--- src/rtl/uart_rx_fifo.sv ---
// UART receiver (start/data/optional parity/1-2 stop) feeding a show-ahead receive buffer.
// Define UART_RX_FIFO_EN for a FIFO_DEPTH-entry FIFO; otherwise a single holding register is used.
module uart_rx_fifo #(
    parameter int CLK_FREQ_HZ = 20_000_000,
    parameter int BAUD_RATE   = 9600,
    parameter int N_DATA_BITS = 8,
    parameter int LSB_FIRST   = 1,
    parameter int PARITY_EN   = 0,
    parameter int PARITY_ODD  = 0,
    parameter int STOP_BITS   = 1,
    parameter int FIFO_DEPTH  = 16
) (
    input  logic                            clk,
    input  logic                            rstn,
    input  logic                            uart_rx,
    input  logic                            rd_en,
    output logic [N_DATA_BITS-1:0]          rd_data,
    output logic                            empty,
    output logic                            full,
    output logic [$clog2(FIFO_DEPTH+1)-1:0] count,
    output logic                            rx_busy,
    output logic                            parity_err,
    output logic                            frame_err,
    output logic                            overrun_err,
    input  logic                            err_clr,
    output logic [2:0]                      dbg_state
);

    localparam int CPB  = CLK_FREQ_HZ / BAUD_RATE;
    localparam int CW   = (CPB > 1) ? $clog2(CPB) : 1;
    localparam int HALF = CPB / 2;
    localparam int CNTW = $clog2(FIFO_DEPTH + 1);

    typedef enum logic [2:0] {
        S_IDLE   = 3'd0,
        S_START  = 3'd1,
        S_DATA   = 3'd2,
        S_PARITY = 3'd3,
        S_STOP   = 3'd4
    } state_t;

    state_t                 r_state;
    logic                   r_sync1;
    logic                   r_sync2;
    logic [1:0]             r_fill;
    logic                   r_armed;
    logic [CW-1:0]          r_cnt;
    logic [3:0]             r_bit_idx;
    logic [N_DATA_BITS-1:0] r_shift;
    logic                   r_par;
    logic                   r_par_fail;
    logic                   r_stop_bad;
    logic                   r_parity_err;
    logic                   r_frame_err;
    logic                   r_overrun_err;

    logic                   w_rx_s;
    logic                   w_tick;
    logic                   w_last_stop;
    logic                   w_commit;
    logic                   w_frame_bad;
    logic                   w_push_req;
    logic                   w_push;
    logic                   w_pop;
    logic                   w_full;
    logic                   w_empty;
    logic                   w_overrun;

    // r_fill marks when r_sync2 holds a real line sample rather than its reset value,
    // so a line held low through reset never arms start detection.
    always_ff @(posedge clk or negedge rstn) begin
        if (!rstn) begin
            r_sync1 <= 1'b1;
            r_sync2 <= 1'b1;
            r_fill  <= 2'b00;
            r_armed <= 1'b0;
        end else begin
            r_sync1 <= uart_rx;
            r_sync2 <= r_sync1;
            r_fill  <= {r_fill[0], 1'b1};
            if (r_fill[1] && r_sync2) begin
                r_armed <= 1'b1;
            end
        end
    end

    assign w_rx_s      = r_sync2;
    assign w_tick      = (r_cnt == CW'(HALF));
    assign w_last_stop = (r_bit_idx == 4'(STOP_BITS - 1));
    assign w_commit    = (r_state == S_STOP) && w_tick && w_last_stop;
    assign w_frame_bad = r_stop_bad || !w_rx_s;
    assign w_push_req  = w_commit && !w_frame_bad;

    // Every bit is sampled when the free-running bit counter reaches CPB/2, which is
    // mid-bit for all bits because the counter is only reloaded on the start edge.
    always_ff @(posedge clk or negedge rstn) begin
        if (!rstn) begin
            r_state    <= S_IDLE;
            r_cnt      <= '0;
            r_bit_idx  <= '0;
            r_shift    <= '0;
            r_par      <= 1'b0;
            r_par_fail <= 1'b0;
            r_stop_bad <= 1'b0;
        end else begin
            if (r_state == S_IDLE || r_cnt == CW'(CPB - 1)) begin
                r_cnt <= '0;
            end else begin
                r_cnt <= r_cnt + 1'b1;
            end
            case (r_state)
                S_IDLE: begin
                    if (r_armed && !w_rx_s) begin
                        r_state    <= S_START;
                        r_bit_idx  <= '0;
                        r_par      <= 1'b0;
                        r_par_fail <= 1'b0;
                        r_stop_bad <= 1'b0;
                    end
                end
                S_START: begin
                    if (w_tick) begin
                        r_state <= w_rx_s ? S_IDLE : S_DATA;
                    end
                end
                S_DATA: begin
                    if (w_tick) begin
                        if (LSB_FIRST != 0) begin
                            r_shift <= {w_rx_s, r_shift[N_DATA_BITS-1:1]};
                        end else begin
                            r_shift <= {r_shift[N_DATA_BITS-2:0], w_rx_s};
                        end
                        r_par <= r_par ^ w_rx_s;
                        if (r_bit_idx == 4'(N_DATA_BITS - 1)) begin
                            r_bit_idx <= '0;
                            r_state   <= (PARITY_EN != 0) ? S_PARITY : S_STOP;
                        end else begin
                            r_bit_idx <= r_bit_idx + 1'b1;
                        end
                    end
                end
                S_PARITY: begin
                    if (w_tick) begin
                        r_par_fail <= ((r_par ^ w_rx_s) != 1'(PARITY_ODD));
                        r_state    <= S_STOP;
                    end
                end
                S_STOP: begin
                    if (w_tick) begin
                        if (!w_rx_s) begin
                            r_stop_bad <= 1'b1;
                        end
                        if (w_last_stop) begin
                            r_bit_idx <= '0;
                            r_state   <= S_IDLE;
                        end else begin
                            r_bit_idx <= r_bit_idx + 1'b1;
                        end
                    end
                end
                default: begin
                    r_state <= S_IDLE;
                end
            endcase
        end
    end

    // Read side: rd_data is the head entry and is valid while empty is low; a pulse of
    // rd_en while empty is low consumes that entry on the same clock edge.
    assign w_pop     = rd_en && !w_empty;
    assign w_push    = w_push_req && (!w_full || w_pop);
    assign w_overrun = w_push_req && w_full && !w_pop;

`ifdef UART_RX_FIFO_EN
    localparam int AW = $clog2(FIFO_DEPTH);

    logic [N_DATA_BITS-1:0] r_mem [FIFO_DEPTH];
    logic [AW-1:0]          r_wr_ptr;
    logic [AW-1:0]          r_rd_ptr;
    logic [CNTW-1:0]        r_count;

    assign w_full  = (r_count == CNTW'(FIFO_DEPTH));
    assign w_empty = (r_count == '0);

    always_ff @(posedge clk) begin
        if (w_push) begin
            r_mem[r_wr_ptr] <= r_shift;
        end
    end

    always_ff @(posedge clk or negedge rstn) begin
        if (!rstn) begin
            r_wr_ptr <= '0;
            r_rd_ptr <= '0;
            r_count  <= '0;
        end else begin
            if (w_push) begin
                r_wr_ptr <= r_wr_ptr + 1'b1;
            end
            if (w_pop) begin
                r_rd_ptr <= r_rd_ptr + 1'b1;
            end
            if (w_push && !w_pop) begin
                r_count <= r_count + 1'b1;
            end else if (!w_push && w_pop) begin
                r_count <= r_count - 1'b1;
            end
        end
    end

    assign rd_data = w_empty ? '0 : r_mem[r_rd_ptr];
    assign count   = r_count;
`else
    logic [N_DATA_BITS-1:0] r_hold;
    logic                   r_valid;

    assign w_full  = r_valid;
    assign w_empty = !r_valid;

    always_ff @(posedge clk or negedge rstn) begin
        if (!rstn) begin
            r_hold  <= '0;
            r_valid <= 1'b0;
        end else begin
            if (w_push) begin
                r_hold  <= r_shift;
                r_valid <= 1'b1;
            end else if (w_pop) begin
                r_valid <= 1'b0;
            end
        end
    end

    assign rd_data = r_valid ? r_hold : '0;
    assign count   = {{(CNTW-1){1'b0}}, r_valid};
`endif

    // A new error event wins over a simultaneous clear.
    always_ff @(posedge clk or negedge rstn) begin
        if (!rstn) begin
            r_parity_err  <= 1'b0;
            r_frame_err   <= 1'b0;
            r_overrun_err <= 1'b0;
        end else begin
            r_parity_err  <= (w_push_req && r_par_fail) || (r_parity_err && !err_clr);
            r_frame_err   <= (w_commit && w_frame_bad) || (r_frame_err && !err_clr);
            r_overrun_err <= w_overrun || (r_overrun_err && !err_clr);
        end
    end

    assign empty       = w_empty;
    assign full        = w_full;
    assign rx_busy     = (r_state != S_IDLE);
    assign parity_err  = r_parity_err;
    assign frame_err   = r_frame_err;
    assign overrun_err = r_overrun_err;
    assign dbg_state   = r_state;

endmodule

--- config.mk ---
export PLATFORM = sky130hd
export DESIGN_NAME = uart_rx_fifo
export DESIGN_NICKNAME = d
export VERILOG_FILES = /design/src/rtl/uart_rx_fifo.sv
export SDC_FILE = /design/constraint.sdc
export NUM_CORES = 1
export LEC_CHECK = 0
export CORE_UTILIZATION = 40
export DETAILED_ROUTE_END_ITERATION = 10
export PLACE_DENSITY = 0.71
export SLEW_MARGIN = 40
export SYNTH_ARGS = -nofsm -noshare
export SYNTH_HDL_FRONTEND = slang
export SYNTH_SLANG_ARGS = --single-unit
--- constraint.sdc ---
create_clock -name clk -period 2.4 [get_ports clk]
set_input_delay 0.36 -clock clk [delete_from_list [all_inputs] [get_ports clk]]
set_output_delay 0.36 -clock clk [all_outputs]
set_load 0.02 [all_outputs]
# After elaboration in Yosys (flattened, before gate mapping)
# Index checks and enable logic that the tools add are counted.
# classes
n_addsub	2
multipliers	0
div_mod_pow	0
magnitude_cmp	0
eq_ne	15
shifts	0
n_mux	26
bitwise	1
reduce_logical	39
# ops
cell	count
two-way mux 3 bit	7
two-way mux 4 bit	5
one-hot mux 3 bit (5 select lines)	1
logical AND 1 bit	14
inequality test 2 bit (second input constant)	7
adder 12 x 1 -> 12 bit (second input constant)	1
equality test 12 x 11 -> 1 bit (second input constant)	1
equality test 12 bit (second input constant)	1
two-way mux 12 bit	1
one-hot mux 4 bit (3 select lines)	1
two-way mux 8 bit	1
AND reduction 4 bit	2
nonzero test 2 bit	4
AND reduction 7 bit	1
equality test 3 x 2 -> 1 bit (second input constant)	2
logical OR 1 bit	6
two-way mux 1 bit	6
one-hot mux 1 bit (2 select lines)	3
AND reduction 3 bit	2
nonzero test 3 bit	2
zero test 1 bit	5
adder 4 x 1 -> 4 bit (second input constant)	1
equality test 4 x 3 -> 1 bit (second input constant)	1
zero test 4 bit	1
7 further kinds	7
# word_totals
ff_bits	47
latch_bits	0
ram_bits	0
romBits	0
input_bits	5
out_inout_bits	22
elab_cells	99
n_memories	0

# Depth between registers and ports, before layout
# Gate-level depths: netlist of run 1.
# depth
ltp_word	7
ltp_mapped	8
ltp_nobuf	7

# Worst setup path after synthesis of run 1
# OpenSTA, ideal clock, no wires.
# synth_path
path_kind	register -> register
start	register r_bit_idx[0]
end	register r_hold[0]
setup_time_ps	125
t_arrival_ps	1882
required_ps	2275
slack_ps	393
stages_incl_launch_ff	9
n_path_buf	1
period_less_slack_ps	2007
path_cell_list	dfrtp_1 inv_1 ha_1 or3b_2 inv_1 nand4_2 nor2b_2 buf_6 mux2_2
# synth_between
elab_chain_len	4
# synth_rtl
item	line	text
start, declared	48	logic [3:0] r_bit_idx;
start signal, assigned	138	r_bit_idx <= r_bit_idx + 1'b1;
start signal, assigned	157	r_bit_idx <= r_bit_idx + 1'b1;
zero test 4 bit	89	assign w_last_stop = (r_bit_idx == 4'(STOP_BITS - 1));
logical AND 1 bit	90	assign w_commit = (r_state == S_STOP) && w_tick && w_last_stop;
logical AND 1 bit	92	assign w_push_req = w_commit && !w_frame_bad;
logical AND 1 bit	171	assign w_push = w_push_req && (!w_full || w_pop);
end signal, assigned	226	r_hold <= r_shift;
end, declared	214	logic [N_DATA_BITS-1:0] r_hold;
# No other way between the ends.
# A chain may end at the register's enable or synchronous reset.

# Worst setup path after layout of run 1
# layout_path
start	register r_state[2] (netlist: dbg_state[2])
end	output port rx_busy
# layout_between
elab_chain_len	1
# layout_rtl
item	line	text
start, declared	42	state_t r_state;
start signal, assigned	123	r_state <= w_rx_s ? S_IDLE : S_DATA;
start signal, assigned	136	r_state <= (PARITY_EN != 0) ? S_PARITY : S_STOP;
nonzero test 3 bit	253	assign rx_busy = (r_state != S_IDLE);
end, declared	21	output logic rx_busy,
# No other way between the ends.

==> flow_summary.toml, run 1 <==
[critical_path]
cpPeakStageDelay_ns = 0.57
crit_buf_inv = 1
crit_type = "reg -> out"
reg2regPathDepth = 7
crit_slowest_cell = "clkdlybuf4s50_1"
cp.arrival_ns = 1.90
worstPathCellList = "or3_1, clkdlybuf4s50_1"
cp_num_cells = 2
setup.worst_path.start = "dbg_state[2]$_DFFE_PN0P_"
end_kind = "output pin"
crit_required_ns = 2.04
critical_path.startpoint_type = "flop"
crit_path_max_fanout = 13
r2r_slack_ns = 0.17
r2r_start = "r_bit_idx[0]$_DFFE_PN0P_"
crit_family = "buffers and inverters"

[yosys]
synth-edff-count = 0
synth_seq_cells = 47
netlist_area_mm2 = 0.00228
synth.avg_cell_area_um2 = 11.0
yosysSeqAreaShare_pct = 51.8
synth_ff_type = "dfrtp_1"
yosysWarnings = 0
synthCells = 206
synth-async-reset-ratio_pct = 100
synthDistinctLibCells = 51

[pwr]
p_leak_nw = 1.24
total_power_mw = 1.73
irDropWorstVdd_mv = 0.396
power.density_mw_per_mm2 = 649

[layout]
antenna_cells = 0
final_layout_size_suffix_gt1_share_pct = 15.2
final_common_cell = "dfrtp_1"
nFillCells = 511
fin_nets = 239
layout_common_cells = "dfrtp_1 (45), clkdlybuf4s50_1 (21), nor2_1 (17), inv_1 (14)"
final_cells = 302
syn2layout_area_growth_pct = 16.9

[clock_network]
cts_setup_buffers = 0
cts_hold_buf = 0
clk_pin_slew_ns = 0.09
htree_levels = 2
cts_sinks = 47
worstSkewPairLatency_ns = 0.30
cts_tree = "done"
numCtsBuffers = 5
cts_resized = 0
root_buffer = "clkbuf_8"
cts_buffer_depth = 2

[drt]
wl_um = 3690
first_pass_iters = 4
drc = 0
ant_nets = 0
via_per_inst = 4.99
drt_iter0_drc = 102
wl_per_cell_um = 12.2
via_count = 1507

[floorplan]
ioPinCount = 27
initial_utilization_pct = 41.3
fp.dieH_um = 77.4
die_area_mm2 = 0.00600
coreArea_mm2 = 0.00551
std_cell_rows = 27
chipWidth_um = 77.4

[sta]
worst_pin_slew_ns = 0.579
rsz0062_at_grt = "no"
layout_worst_path_cycle_share_pct = 94.3
fin_worst_skew_ns = 0.00659
fin_crit_ns = 2.26
hold_violations = 0
timing.fmax_mhz = 442
fin_ws_ns = 0.136
final.setup.tns_ns = 0
relSlewSlack_pct = 61.4
drv_slew = 0
setup_viol_count_final = 0

[global_route]
antenna_found_initial = 0
grt_max_degree = 48
gr-total-overflow = 0
grt_pass1_vias = 1501
grt_pass1_wl_um = 6580
grt_usage_pct = 14.0

[outcome]
status = "complete, no violations"

[worst_hold_path]
min_path_type = "in -> async"

[placed_design]
preCtsSetupSlack_ns = 0.152
portBuffers = 22
dp_hpwl_um = 2630
place_congestion = 0.742
dp.cells = 294

[job]
drv_cap = 0
-- report_power, final --
part           internal (mW)  switching (mW)  total [mW]
registers              0.843          0.0642       0.907
clock network          0.342           0.259       0.602
logic                 0.0929           0.126       0.219
total                   1.28           0.449        1.73
-- layer usage --
metal  global-route usage, %  vias to the layer above  routed length (um)
met1                    16.9                      736                1770
met3                    3.88                        6                 111
met5                       0                        -                   0
met2                    23.2                       23                1740
met4                    6.23                        0                  69
li1                        -                      742                   -
-- sequential cells by signal, summed over array words and instances, names as in the netlist --
register	count
r_par	1
r_bit_idx	4
r_shift	8
full	1
r_par_fail	1
r_armed	1
r_sync1	1
r_hold	8
r_cnt	12
r_fill	2
overrun_err	1
frame_err	1
r_stop_bad	1
parity_err	1
dbg_state	3
r_sync2	1
-- Yosys cell counts, types with 2 or more instances --
cell,number,area [um^2]
clkbuf_1,3,11.3
xor2_1,5,43.8
nand4_1,2,12.5
maj3_2,2,22.5
xnor2_1,6,52.6
nand2_1,11,41.3
mux2_2,11,124
o41ai_1,2,17.5
mux2_1,5,56.3
inv_1,14,52.6
a21oi_1,7,35.0
dfstp_2,2,52.6
o22ai_1,3,18.8
nor2b_1,2,12.5
dfrtp_1,45,1130
o21ai_0,7,35.0
conb_1,2,7.51
and3_1,4,25.0
buf_4,6,45.0
nor2_1,17,63.8
nand3_1,5,25.0
o31ai_1,3,22.5
or3b_2,2,17.5
and2_1,9,56.3
ha_1,5,62.6
-- cell type report --
cell class,instances,area (um^2),share of cell area [%]
Timing Repair Buffer,24,230,8.65
Clock buffer,6,82.6,3.10
Clock inverter,2,38.8,1.46
Sequential cell,47,1180,44.3
Inverter,14,52.6,1.98
Multi-Input combinational cell,137,987,37.1
Tap cell,72,90.1,3.39
-- worst paths after layout --
| kind | end |
|---|---|
| min in group clk | r_fill[1]$_DFF_PN0_ |
| worst max-delay path | rx_busy |
| worst max register to register | r_hold[1]$_DFFE_PN0P_ |
| worst min register to register | r_fill[1]$_DFF_PN0_ |
| worst min-delay path | r_hold[5]$_DFFE_PN0P_ |
| max in group asynchronous | r_shift[7]$_DFFE_PN0P_ |
-- worst reg2reg max path, cell delays in order, from the launching register on --
cell and delay, ns:
dfrtp_1 0.43, inv_1 0.08, ha_1 0.13, or3b_2 0.48
inv_1 0.10, nand4_2 0.15, nor2b_2 0.37, mux2_2 0.38
-- metrics by stage --
| step | instance area [um^2] | utilization [%] | hold slack, ns |
|---|---|---|---|
| finish | 2660 | 48.3 | 0.135 |
| global route | 2660 | 48.3 | 0.190 |
| CTS | 2660 | 48.2 | 0.154 |
| detailed placement | 2530 | 46.0 | 0.342 |
| global placement | 2530 | 46.0 | 0.332 |
| floorplan | 2290 | - | 0.0644 |
-- logic make-up after synthesis --
family	synth area share (%)
AOI/OAI and AO/OA	7.75
xor gates and xnor gates	4.23
adders and majority gates	3.74
buffers and inverters	5.50
DFF	51.8
muxes	8.36
other	0.330
and+or+nand+nor	18.3
(Power assumes the default switching activity.)
==> run 2, diff against run 1 <==
--- a/config.mk
+++ b/config.mk
@@ -7,7 +7,8 @@
 export LEC_CHECK = 0
 export CORE_UTILIZATION = 40
 export DETAILED_ROUTE_END_ITERATION = 10
-export PLACE_DENSITY = 0.71
+export PLACE_DENSITY = 0.7
+export RECOVER_POWER = 100
 export SLEW_MARGIN = 40
 export SYNTH_ARGS = -nofsm -noshare
 export SYNTH_HDL_FRONTEND = slang
==> flow_summary.toml, run 2 (synthesized netlist as in run 1, its figures left out) <==
[outcome]
status = "complete, no violations"

[drt]
wl_per_cell_um = 12.0
wl_um = 3620
ant_nets = 0
first_pass_iters = 4
drt_iter0_drc = 124
via_per_inst = 4.90
drc = 0
via_count = 1480

[sta]
fin_worst_skew_ns = 0.00629
fin_crit_ns = 2.24
layout_worst_path_cycle_share_pct = 93.2
worst_pin_slew_ns = 1.14
final.setup.tns_ns = 0
hold_violations = 0
relSlewSlack_pct = 24.2
drv_slew = 0
rsz0062_at_grt = "no"
setup_viol_count_final = 0
timing.fmax_mhz = 447

[clock_network]
cts_sinks = 47
clk_pin_slew_ns = 0.09
cts_setup_buffers = 0
cts_buffer_depth = 2
root_buffer = "clkbuf_8"
numCtsBuffers = 5
worstSkewPairLatency_ns = 0.30
cts_resized = 0
cts_tree = "done"
cts_hold_buf = 0
htree_levels = 2

[job]
drv_cap = 0

[floorplan]
fp.dieH_um = 77.4
coreArea_mm2 = 0.00551
die_area_mm2 = 0.00600
ioPinCount = 27
std_cell_rows = 27
initial_utilization_pct = 41.3
chipWidth_um = 77.4

[pwr]
irDropWorstVdd_mv = 0.288
p_leak_nw = 1.26
total_power_mw = 1.61
power.density_mw_per_mm2 = 617

[critical_path]
critical_path.startpoint_type = "flop"
cp.arrival_ns = 1.88
crit_type = "reg -> out"
crit_required_ns = 2.04
end_kind = "output pin"
crit_path_max_fanout = 13

[global_route]
grt_pass1_vias = 1423
grt_usage_pct = 13.7
gr-total-overflow = 0
antenna_found_initial = 0
grt_pass1_wl_um = 6580
grt_max_degree = 48

[placed_design]
portBuffers = 22
dp_hpwl_um = 2540
dp.cells = 294
place_congestion = 0.726
placed_cell_area_mm2 = 0.00253

[layout]
final_area_mm2 = 0.00261
syn2layout_area_growth_pct = 14.8
final_common_cell = "dfrtp_1"
reg.largest.list = "r_cnt x12, r_hold x8, r_shift x8"
top_register = "r_cnt"
antenna_cells = 0
fin_nets = 239
layout_common_cells = "dfrtp_1 (45), dlygate4sd3_1 (18), nor2_1 (17), inv_1 (14)"
largest_reg_flops = 12
final_layout_size_suffix_gt1_share_pct = 13.0
final_cells = 302

[worst_hold_path]
min_path_type = "in -> async"
[run 2: routing by layer]
layer	vias up	wire length, um	global-route usage (%)
met5	-	0	0
met1	702	1870	18.5
li1	737	-	-
met2	36	1570	21.8
met3	5	135	3.65
met4	0	47	3.96
[run 2: final timing paths]
path                                           from                endpoint  slack, ns  cells past startpoint
max                        dbg_state[2]$_DFFE_PN0P_                 rx_busy       0.16                      2
max reg2reg                r_bit_idx[0]$_DFFE_PN0P_   r_hold[1]$_DFFE_PN0P_       0.17                      7
min                                            rstn   r_hold[2]$_DFFE_PN0P_       0.36                      2
max in group asynchronous                      rstn  r_shift[3]$_DFFE_PN0P_       1.35                      2
min in group clk                r_fill[0]$_DFF_PN0_     r_fill[1]$_DFF_PN0_       0.36                      0
min reg2reg                     r_fill[0]$_DFF_PN0_     r_fill[1]$_DFF_PN0_       0.36                      0
[run 2: critical path, stage by stage, from the launching register on]
cell and delay, ns:
dfrtp_1 0.52, or3_1 0.50, clkdlybuf4s50_1 0.57
[run 2: final cells by class]
cell class / count / area (um^2)
Inverter: 14 / 52.6
Multi-Input combinational cell: 137 / 966
Fill cell: 520 / 2890
Clock buffer: 6 / 82.6
Timing Repair Buffer: 24 / 228
Clock inverter: 2 / 16.3
Tap cell: 72 / 90.1
Sequential cell: 47 / 1180
[run 2: report_power, final]
| part | switching, mW | total [mW] | leakage [nW] | internal (mW) |
|---|---|---|---|---|
| clock network | 0.265 | 0.500 | 0.0474 | 0.235 |
| registers | 0.0650 | 0.908 | 0.628 | 0.843 |
| logic | 0.116 | 0.204 | 0.589 | 0.0883 |
| total | 0.446 | 1.61 | 1.26 | 1.17 |
[run 2: stage by stage]
stage / setup slack [ns] / hold WS (ns) / utilization, %
floorplan: 0.393 / 0.0644 / -
global placement: 0.205 / 0.332 / 46.0
detailed placement: 0.152 / 0.337 / 46.0
CTS: 0.147 / 0.169 / 47.8
global route: 0.0270 / 0.380 / 47.5
finish: 0.163 / 0.355 / 47.5
==> run 3, diff against run 2 <==
--- a/config.mk
+++ b/config.mk
@@ -5,9 +5,9 @@
 export SDC_FILE = /design/constraint.sdc
 export NUM_CORES = 1
 export LEC_CHECK = 0
+export CORE_MARGIN = 4
 export CORE_UTILIZATION = 40
 export DETAILED_ROUTE_END_ITERATION = 10
-export PLACE_DENSITY = 0.7
 export RECOVER_POWER = 100
 export SLEW_MARGIN = 40
 export SYNTH_ARGS = -nofsm -noshare
==> flow_summary.toml, run 3 (synthesized netlist as in run 1, its figures left out) <==
[outcome]
status = "complete, no violations"

[clock_network]
numCtsBuffers = 5
cts_tree = "done"
htree_levels = 2
worstSkewPairLatency_ns = 0.30
cts_setup_buffers = 0
clk_pin_slew_ns = 0.08
cts_buffer_depth = 2
root_buffer = "clkbuf_8"
cts_sinks = 47

[sta]
fin_hold_ws_ns = 0.355
fin_worst_skew_ns = 0.00438
timing.fmax_mhz = 442
fin_crit_ns = 2.26
setup_viol_count_final = 0
worst_pin_slew_ns = 1.17
layout_worst_path_cycle_share_pct = 94.3
drv_slew = 0
relSlewSlack_pct = 22.0
rsz0062_at_grt = "no"
final.setup.tns_ns = 0
hold_violations = 0

[layout]
final_common_cell = "dfrtp_1"
antenna_cells = 0
final_layout_size_suffix_gt1_share_pct = 11.9
syn2layout_area_growth_pct = 17.2
reg.largest.list = "r_cnt x12, r_hold x8, r_shift x8"
fin_nets = 244
largest_reg_flops = 12
fin_util_pct = 48.4
top_register = "r_cnt"
layout_common_cells = "dfrtp_1 (45), dlygate4sd3_1 (19), nor2_1 (17), inv_1 (14)"

[pwr]
total_power_mw = 1.71
combPwrFrac_pct = 12.5
irDropWorstVdd_mv = 0.414
switchingPower_uw = 441
netSwitchingFraction_pct = 25.7
p_leak_nw = 1.28
seq_power_share_pct = 53.0
power.density_mw_per_mm2 = 642
internal-power_mw = 1.27
p_clk_share_pct = 34.5

[placed_design]
portBuffers = 22
place_congestion = 0.763
dp_hpwl_um = 2790

[global_route]
grt_max_degree = 23
gr-total-overflow = 0
grt_usage_pct = 11.8
grt_pass1_vias = 1497
grt_pass1_wl_um = 6770
antenna_found_initial = 0

[drt]
wl_um = 3860
drt_iter0_drc = 70
ant_nets = 0
wl_per_cell_um = 12.6
via_per_inst = 4.92
via_count = 1511
first_pass_iters = 4
drc = 0

[floorplan]
die_area_mm2 = 0.00696
ioPinCount = 27
std_cell_rows = 27
coreArea_mm2 = 0.00551
initial_utilization_pct = 41.3
chipWidth_um = 83.4
fp.dieH_um = 83.4

[critical_path]
crit_path_max_fanout = 13
crit_required_ns = 2.04
critical_path.startpoint_type = "flop"
crit_type = "reg -> out"
end_kind = "output pin"
cp.arrival_ns = 1.90

[job]
drv_cap = 0

[worst_hold_path]
min_path_type = "reg -> reg"
-- run 3: what timing repair did --
action	in CTS	in global routing
hold buffers	1	0
hold endpoints to repair	8	0
resized for setup	0	0
-- run 3: metrics by stage --
| step | area [um^2] | std cells | worst slack (ns) |
|---|---|---|---|
| after floorplan | 2290 | 209 | 0.393 |
| after global placement | 2560 | 298 | 0.307 |
| after detailed placement | 2560 | 298 | 0.260 |
| after CTS | 2690 | 307 | 0.122 |
| after global routing | 2670 | 307 | 0.0448 |
| final | 2670 | 307 | 0.138 |
-- run 3: critical path, stage by stage, from the launching register on --
cell and delay, ns:
dfrtp_1 0.53, or3_1 0.50, clkdlybuf4s50_1 0.57
-- run 3: layout make-up --
| class | instances | area [um^2] |
|---|---|---|
| clock buffers | 6 | 82.6 |
| clock inverters | 2 | 35.0 |
| fillers | 530 | 2840 |
| inverters | 14 | 52.6 |
| multi-input cells | 137 | 973 |
| flip-flops and latches | 47 | 1180 |
| well taps | 72 | 90.1 |
| repair buffers | 29 | 254 |
-- run 3: power by group through the flow --
stage	clock network, mW	registers, mW	logic (mW)
6_report	0.591	0.907	0.214
3_3_place_gp	0	0.923	0.219
3_5_place_dp	0	0.922	0.220
4_1_cts	0.614	0.907	0.223
5_1_grt	0.651	0.918	0.246
2_1_floorplan	0	0.911	0.157
-- run 3: layer usage --
layer / global-route usage, % / share of wire, %
met5: 0 / 0
met4: 5.26 / 1.9
met3: 3.37 / 4.4
met2: 19.2 / 47
met1: 14.6 / 46
-- run 3: final timing paths --
check	startpoint	end	slack, ns	depth (start not counted)
worst max-delay path	dbg_state[2]$_DFFE_PN0P_	rx_busy	0.14	2
worst min-delay path	r_fill[0]$_DFF_PN0_	r_fill[1]$_DFF_PN0_	0.36	0
max in group asynchronous	rstn	r_shift[6]$_DFFE_PN0P_	0.42	3
worst max register to register	r_bit_idx[0]$_DFFE_PN0P_	r_hold[7]$_DFFE_PN0P_	0.23	8
worst min register to register	r_fill[0]$_DFF_PN0_	r_fill[1]$_DFF_PN0_	0.36	0
min in group asynchronous	rstn	r_cnt[4]$_DFF_PN0_	0.54	2
